<file path="src/rtl/countdown_timer_param.sv">
// countdown_timer_param: BCD countdown timer with a built-in prescaler, runtime
// load/start/pause/resume, a one-cycle done pulse, a timed beeper and direct
// seven-segment drive for every digit.
module countdown_timer_param #(
    parameter int unsigned CLK_DIV        = 50_000_000,
    parameter int unsigned DIGITS         = 2,
    parameter int unsigned BEEP_TICKS     = 3,
    parameter bit          SEG_ACTIVE_LOW = 1'b0
) (
    input  logic                  clock,
    input  logic                  reset,
    input  logic                  load,
    input  logic [4*DIGITS-1:0]   load_value,
    input  logic                  start,
    input  logic                  pause,
    output logic [4*DIGITS-1:0]   time_bcd,
    output logic [7*DIGITS-1:0]   seg,
    output logic                  beep,
    output logic                  running,
    output logic                  done
);

    localparam int unsigned PW = $clog2(CLK_DIV);
    localparam int unsigned BW = (BEEP_TICKS > 1) ? $clog2(BEEP_TICKS) : 1;

    localparam logic [PW-1:0] PRESC_MAX = PW'(CLK_DIV - 1);
    localparam logic [BW-1:0] BEEP_LAST = BW'(BEEP_TICKS - 1);
    localparam logic [6:0]    SEG_MASK  = {7{SEG_ACTIVE_LOW}};

    typedef enum logic [1:0] {
        StIdle,
        StRun,
        StPaused,
        StExpired
    } state_e;

    state_e                state_q, state_d;
    logic [PW-1:0]         presc_q, presc_d;
    logic [4*DIGITS-1:0]   time_q, time_d;
    logic [BW-1:0]         beep_cnt_q, beep_cnt_d;
    logic                  beep_q, beep_d;
    logic                  done_q, done_d;

    logic                  tick;
    logic                  advance;
    logic [PW-1:0]         presc_step;
    logic [4*DIGITS-1:0]   time_dec;

    // Saturate every nibble of an incoming value to a legal BCD digit.
    function automatic logic [4*DIGITS-1:0] bcd_clamp(input logic [4*DIGITS-1:0] v);
        logic [4*DIGITS-1:0] r;
        r = v;
        for (int i = 0; i < DIGITS; i++) begin
            if (v[4*i +: 4] > 4'd9) begin
                r[4*i +: 4] = 4'd9;
            end
        end
        return r;
    endfunction

    // Subtract one in BCD; a zero digit borrows from the next one up.
    function automatic logic [4*DIGITS-1:0] bcd_dec(input logic [4*DIGITS-1:0] v);
        logic [4*DIGITS-1:0] r;
        logic                borrow;
        r      = v;
        borrow = 1'b1;
        for (int i = 0; i < DIGITS; i++) begin
            if (borrow) begin
                if (v[4*i +: 4] == 4'd0) begin
                    r[4*i +: 4] = 4'd9;
                end else begin
                    r[4*i +: 4] = v[4*i +: 4] - 4'd1;
                    borrow      = 1'b0;
                end
            end
        end
        return r;
    endfunction

    // Segment pattern {g,f,e,d,c,b,a} for one active-high digit.
    function automatic logic [6:0] seg_decode(input logic [3:0] d);
        logic [6:0] p;
        unique case (d)
            4'd0:    p = 7'h3F;
            4'd1:    p = 7'h06;
            4'd2:    p = 7'h5B;
            4'd3:    p = 7'h4F;
            4'd4:    p = 7'h66;
            4'd5:    p = 7'h6D;
            4'd6:    p = 7'h7D;
            4'd7:    p = 7'h07;
            4'd8:    p = 7'h7F;
            4'd9:    p = 7'h6F;
            default: p = 7'h00;
        endcase
        return p;
    endfunction

    assign tick       = (presc_q == PRESC_MAX);
    assign presc_step = tick ? '0 : presc_q + PW'(1);
    assign time_dec   = bcd_dec(time_q);

    // Next-state logic: load overrides everything, then per-state handling.
    always_comb begin
        state_d    = state_q;
        presc_d    = presc_q;
        time_d     = time_q;
        beep_cnt_d = beep_cnt_q;
        beep_d     = beep_q;
        done_d     = 1'b0;
        advance    = 1'b0;

        if (load) begin
            time_d  = bcd_clamp(load_value);
            presc_d = '0;
            beep_d  = 1'b0;
            state_d = StIdle;
        end else begin
            unique case (state_q)
                StIdle: begin
                    if (start && (time_q != '0)) begin
                        state_d = StRun;
                        presc_d = '0;
                    end
                end
                StRun: begin
                    if (pause) begin
                        state_d = StPaused;
                    end else begin
                        advance = 1'b1;
                    end
                end
                StPaused: begin
                    // The resume edge counts as a run cycle so a pause costs
                    // exactly the number of cycles it lasted.
                    if (start && !pause) begin
                        state_d = StRun;
                        advance = 1'b1;
                    end
                end
                StExpired: begin
                    presc_d = presc_step;
                    if (tick) begin
                        if (beep_cnt_q == BEEP_LAST) begin
                            beep_d  = 1'b0;
                            time_d  = '0;
                            state_d = StIdle;
                        end else begin
                            beep_cnt_d = beep_cnt_q + BW'(1);
                        end
                    end
                end
                default: state_d = StIdle;
            endcase

            if (advance) begin
                presc_d = presc_step;
                if (tick) begin
                    time_d = time_dec;
                    if (time_dec == '0) begin
                        state_d    = StExpired;
                        done_d     = 1'b1;
                        beep_d     = 1'b1;
                        beep_cnt_d = '0;
                    end
                end
            end
        end
    end

    // State register with synchronous active-high reset.
    always_ff @(posedge clock) begin
        if (reset) begin
            state_q    <= StIdle;
            presc_q    <= '0;
            time_q     <= '0;
            beep_cnt_q <= '0;
            beep_q     <= 1'b0;
            done_q     <= 1'b0;
        end else begin
            state_q    <= state_d;
            presc_q    <= presc_d;
            time_q     <= time_d;
            beep_cnt_q <= beep_cnt_d;
            beep_q     <= beep_d;
            done_q     <= done_d;
        end
    end

    // Seven-segment decode of the registered count, no added latency.
    always_comb begin
        seg = '0;
        for (int i = 0; i < DIGITS; i++) begin
            seg[7*i +: 7] = seg_decode(time_q[4*i +: 4]) ^ SEG_MASK;
        end
    end

    assign time_bcd = time_q;
    assign beep     = beep_q;
    assign done     = done_q;
    assign running  = (state_q == StRun);

endmodule
</file>
<file path="config.mk">
export PLATFORM = sky130hd
export DESIGN_NAME = countdown_timer_param
export DESIGN_NICKNAME = d
export VERILOG_FILES = /design/src/rtl/countdown_timer_param.sv
export SDC_FILE = /design/constraint.sdc
export NUM_CORES = 1
export LEC_CHECK = 0
export CAP_MARGIN = 20
export CORE_ASPECT_RATIO = 0.9
export CORE_UTILIZATION = 50
export CTS_BUF_LIST = sky130_fd_sc_hd__clkbuf_16
export CTS_CLUSTER_DIAMETER = 200
export DETAILED_ROUTE_END_ITERATION = 16
export GPL_TIMING_DRIVEN = 0
export PLACE_DENSITY = 0.82
export SLEW_MARGIN = 0
export SYNTH_ARGS = -nofsm -noshare
export SYNTH_HDL_FRONTEND = slang
export SYNTH_SLANG_ARGS = --single-unit
export TNS_END_PERCENT = 1
</file>
<file path="constraint.sdc">
create_clock -name clock -period 3.2 [get_ports clock]
set_input_delay 0.8 -clock clock [delete_from_list [all_inputs] [get_ports clock]]
set_output_delay 0.8 -clock clock [all_outputs]
set_load 0.005 [all_outputs]
</file>
# Word level (Yosys, flattened, before mapping)
# Memory sizes are Yosys's and may differ from the RTL's. A register that Yosys moved wholly into a read port is not among the register bits.
# Cells that the tools add are included.
# classes
reduce_logical	12
n_addsub	4
muxes	44
bitwise_logic	2
n_eq_ne	6
magnitude_cmp	2
# op_table
op	count
$mux 26	3
$pmux 26 s2	1
$mux 8	6
$mux 2	14
$mux 4	7
$add 26x1->26 const B	1
$eq 26x26->1 const B	1
$mux 1	11
$gt 4x4->1 const B	2
$logic_not 4->1	2
$logic_not 8->1	1
$pmux 2 s4	1
$reduce_bool 8->1	1
$sub 4x1->4 const B	2
$eq 2x2->1 const B	3
$reduce_or 4->1	1
$ne 3x3->1 const B	1
$reduce_bool 3->1	1
$add 2x1->2 const B	1
$eq 2x1->1 const B	1
$logic_and 1x1->1	2
$logic_not 2->1	1
$not 1->1	2
$pmux 1 s2	1
other kinds (3)	3
# word_totals
out_inout_bits	25
memories	2
regBits	40
inputBits	13
wordCells	78
mem_bits_ro	224
# mem_list
name	words	width	read_ports	rd_clocked_by_memory_dff	wr	line_no	text
(no name shown)	16	7	1	1	0	83	unique case (d)
(no name shown)	16	7	1	1	0	83	

# Longest topological paths before layout
# logic_depth
depth_word	8
mapped_depth	13
depth_no_buf	13

# Worst setup path before layout
# OpenSTA, ideal clock, no wires.
# synth_path
path_kind	in2reg
from	in pause
to	reg seg[11] (netlist name)
required_ps	3113
t_arrival_ps	2821
setup_slack_ps	292
setup_time_ps	87
path_buffers	1
path_stages	10
path_cell_list	nand2b_1 -> nor3_4 -> nand3_2 -> or4b_1 -> and3_4 -> buf_6 -> inv_1 -> ha_1 -> or3b_1 -> o31ai_1
# synth_via
elab_chain_len	8
word_cells_on_any_way	9
cone_classes	mux (7); reduce/logical (2)
# synth_lines
element	line_no	text
start, declared	15	input logic pause,
$logic_not 1->1	136	if (start && !pause) begin
$logic_and 1x1->1	136	
$mux 1	136	
$pmux 1 s2 *	119	unique case (state_q)
$mux 1 *	113	if (load) begin
$mux 8 *	156	if (advance) begin
$mux 8 *	113	
$mux 4 (no line) *	n/a	
# Every way passes the cells marked *; elsewhere a longest branch is shown, timed or not. The select of a mux whose other input is x is not followed.
# A chain may end at the register's enable or synchronous reset.

# Worst setup path after layout
# layout_path
from	in pause
to	reg seg[11] (netlist name)
# layout_via
elab_chain_len	8
word_cells_on_any_way	9
cone_classes	mux (7); reduce/logical (2)
# layout_lines
element	line_no
$logic_not 1->1	136
$logic_and 1x1->1	136
$mux 1	136
$pmux 1 s2 *	119
$mux 1 *	113
$mux 8 *	156
$mux 8 *	113
$mux 4 (no line) *	n/a
# Marks and branches as above.

==> results.toml <==
[power_and_ir_drop]
internal_power_uw = 1119
ir_worst_vdd_uv = 402.2
p_leak_uw = 0.001452
p_comb_frac = 0.171
seq_power_share = 0.481
swShare = 0.2530
p_clk_frac = 0.348
switchingPower_uw = 379.1
powerDensity_mw_per_mm2 = 390.8

[yosys]
ys_seq_area_frac = 0.3455
synth_common_cells = "dfxtp_1 (54), nor2_1 (49), inv_1 (24)"
synth.largest_area_cell = "dfxtp_1"
synthArstFlopShare = 0
synth_nets = 401
syn_area_mm2 = 0.003129
netlist.area_leader.share = 0.3455
ys.flop_type = "dfxtp_1"
synth_cells = 367
yosysUniqueCellTypes = 70
ys_ff_latch = 54
yosysWarnings = 0
post-synth-top-count-cell = "dfxtp_1"
synth.area.top_cells = "dfxtp_1 (35%), ha_1 (8.4%), nor2_1 (5.9%)"
synth_edf_count = 0
syn_area_per_cell_um2 = 8.527

[drt]
wl_per_cell_um = 15.13
wl_met3_um = 378
vias = 2826
dr.first_iter.drc_count = 197
vias_per_cell = 5.815
drc = 0
wl_um = 7353
drt_first_pass_iters = 4
ant_nets = 0
wl_met2_um = 3434
route.top_layer_used = "met4"
met1Wirelength_um = 3423

[critical_path]
timing.rr.start = "presc_q[7]"
worstPathRequired_ns = 3.40
startpoint_type = "input pin"
worstSetupStartpoint = "pause"
critPathMaxFanout = 7
crit_type = "in2reg"
critPathCaptureType = "flop"
arrival_ns = 3.39

[placed_design]
port_buffers = 37
place_hpwl_um = 5275
pre_cts_ws_ns = -0.4689
gp_congestion = 0.8753

[timing]
worst_slew_pin_slew_ns = 0.6649
post-route-min-period_ns = 3.187
clock-skew-final_ns = 0.004709
setup_viol = 0
fmax_mhz = 313.8
grt_setup_unrepaired = "yes"
slew_violations = 0
period_share = 0.9960
slew-limit-headroom = 0.5453
fin_hold_ws_ns = 0.5112
fin_ws_ns = 0.01293
hold_violations = 0

[worst_hold_path]
min_from = "presc_q[22]"
hp-class = "reg2reg"

[floorplan]
die_x_um = 85.39
num_rows = 26
start_util = 0.5344
dieArea_mm2 = 0.006579
io_pins = 38
core-area_mm2 = 0.005856
die_y_um = 77.05

[finish]
final_nets = 449
fillers = 474
seqCellArea_mm2 = 0.001082
postLayoutCoreUtil = 0.6547
num_antenna_cells = 0
layout-drive-gt1-share = 0.1154
area_delta_synth_final_pct = 22.51
multi_input_area_mm2 = 0.001964

[clock_network]
cts-buffers-inserted = 5
clock_sinks = 54
clock_path_buffers = 2
clk_pin_slew_ns = 0.07
cts_root_buf = "clkbuf_16"
cts_tree = "done"
clk_latency_ns = 0.29
h-tree-depth = 2
hold_buffers = 0

[global_route]
grt_pass1_vias = 2666
antenna_found_initial = 0
grt_start_max_net_pins = 17
grt_pass1_wl_um = 12250
grt_use_total = 0.2287
grt_overflow = 0

[outcome]
status = "finished, final reports clean"

[flow_run]
cap_violations = 0
-- cell type report --
type                    instances  share of cell area
inverters                      25             0.02448
well taps                      70             0.02285
clock buffers                   5             0.03264
clock inverters                 3            0.004569
multi-input cells             278              0.5124
repair buffers                 41              0.1051
flip-flops and latches         54              0.2823
plain buffers                  10             0.01567
-- stage by stage --
step / total power, uW / TNS (ns) / cells / instance area [um^2]
floorplan: 871.5 / 0 / 367 / 3129
global placement: 969.5 / -8.898 / 474 / 3587
detailed placement: 978.8 / -11.26 / 474 / 3587
CTS: 1499 / 0 / 484 / 3766
global route: 1566 / -0.2144 / 486 / 3834
finish: 1498 / 0 / 486 / 3834
-- what timing repair did --
item	CTS	global route
gates resized for setup	7	11
setup endpoints to repair	14	8
pin swaps	1	4
setup buffers	2	2
-- final timing paths --
kind,endpoint,slack [ns],depth (start not counted)
setup / recovery,seg[11],0.01,11
hold / removal,presc_q[22],0.51,2
hold reg to reg,presc_q[22],0.51,2
setup reg to reg,seg[4],0.11,12
-- per-layer routing --
metal	track usage	vias up
met5	0	-
met1	0.3090	1340
met4	0.05000	0
met2	0.3847	81
met3	0.03660	10
li1	-	1395
-- cells in the final DEF, fill, tap and decap left out, types with 3 or more instances in the layout --
| cell type | count |
|---|---|
| a21o_1 | 4 |
| a21oi_1 | 14 |
| a31oi_1 | 5 |
| and2_1 | 7 |
| and3_1 | 4 |
| buf_4 | 5 |
| clkbuf_1 | 4 |
| clkbuf_16 | 5 |
| clkdlybuf4s50_1 | 36 |
| dfxtp_1 | 53 |
| ha_1 | 21 |
| inv_1 | 25 |
| nand2_1 | 22 |
| nand3_1 | 18 |
| nand3_2 | 3 |
| nand4_1 | 6 |
| nor2_1 | 48 |
| nor2b_1 | 6 |
| nor3_1 | 4 |
| nor4_1 | 6 |
| o21a_1 | 4 |
| o21ai_0 | 16 |
| o21ai_1 | 5 |
| or3_1 | 4 |
| xnor2_1 | 10 |
| xor2_1 | 12 |
-- logic make-up after synthesis --
kind of cell,after synthesis,synth area share
AO/OA/AOI/OAI,78,0.1823
XOR/XNOR,22,0.06157
adder cells (fa/ha/maj),21,0.08397
buffers and inverters,35,0.04758
flip-flops,54,0.3455
multiplexers,5,0.01839
AND/OR/NAND/NOR,152,0.2607
-- critical path, stage by stage --
cell	delay (ns)
clkdlybuf4s50_1	0.46
nand2b_4	0.21
nor3_4	0.25
nand3_2	0.11
or4b_1	0.52
and3_4	0.19
buf_6	0.12
inv_1	0.14
ha_1	0.16
or3b_1	0.34
o31ai_1	0.07
-- sequential cells by signal, indices dropped and copies added (netlist names) --
register / cells
beep_cnt_q: 2
state_q: 2
presc_q: 26
done: 1
seg: 14
beep: 1
time_bcd: 8
-- power by group through the flow --
stage / Combinational, uW / Sequential, uW / Clock [uW]
global placement: 235 / 734 / 0
floorplan: 135 / 736 / 0
CTS: 249 / 720 / 530
global route: 281 / 724 / 561
finish: 256 / 720 / 521
detailed placement: 243 / 735 / 0
No activity file was read; power rests on OpenSTA's default activity.
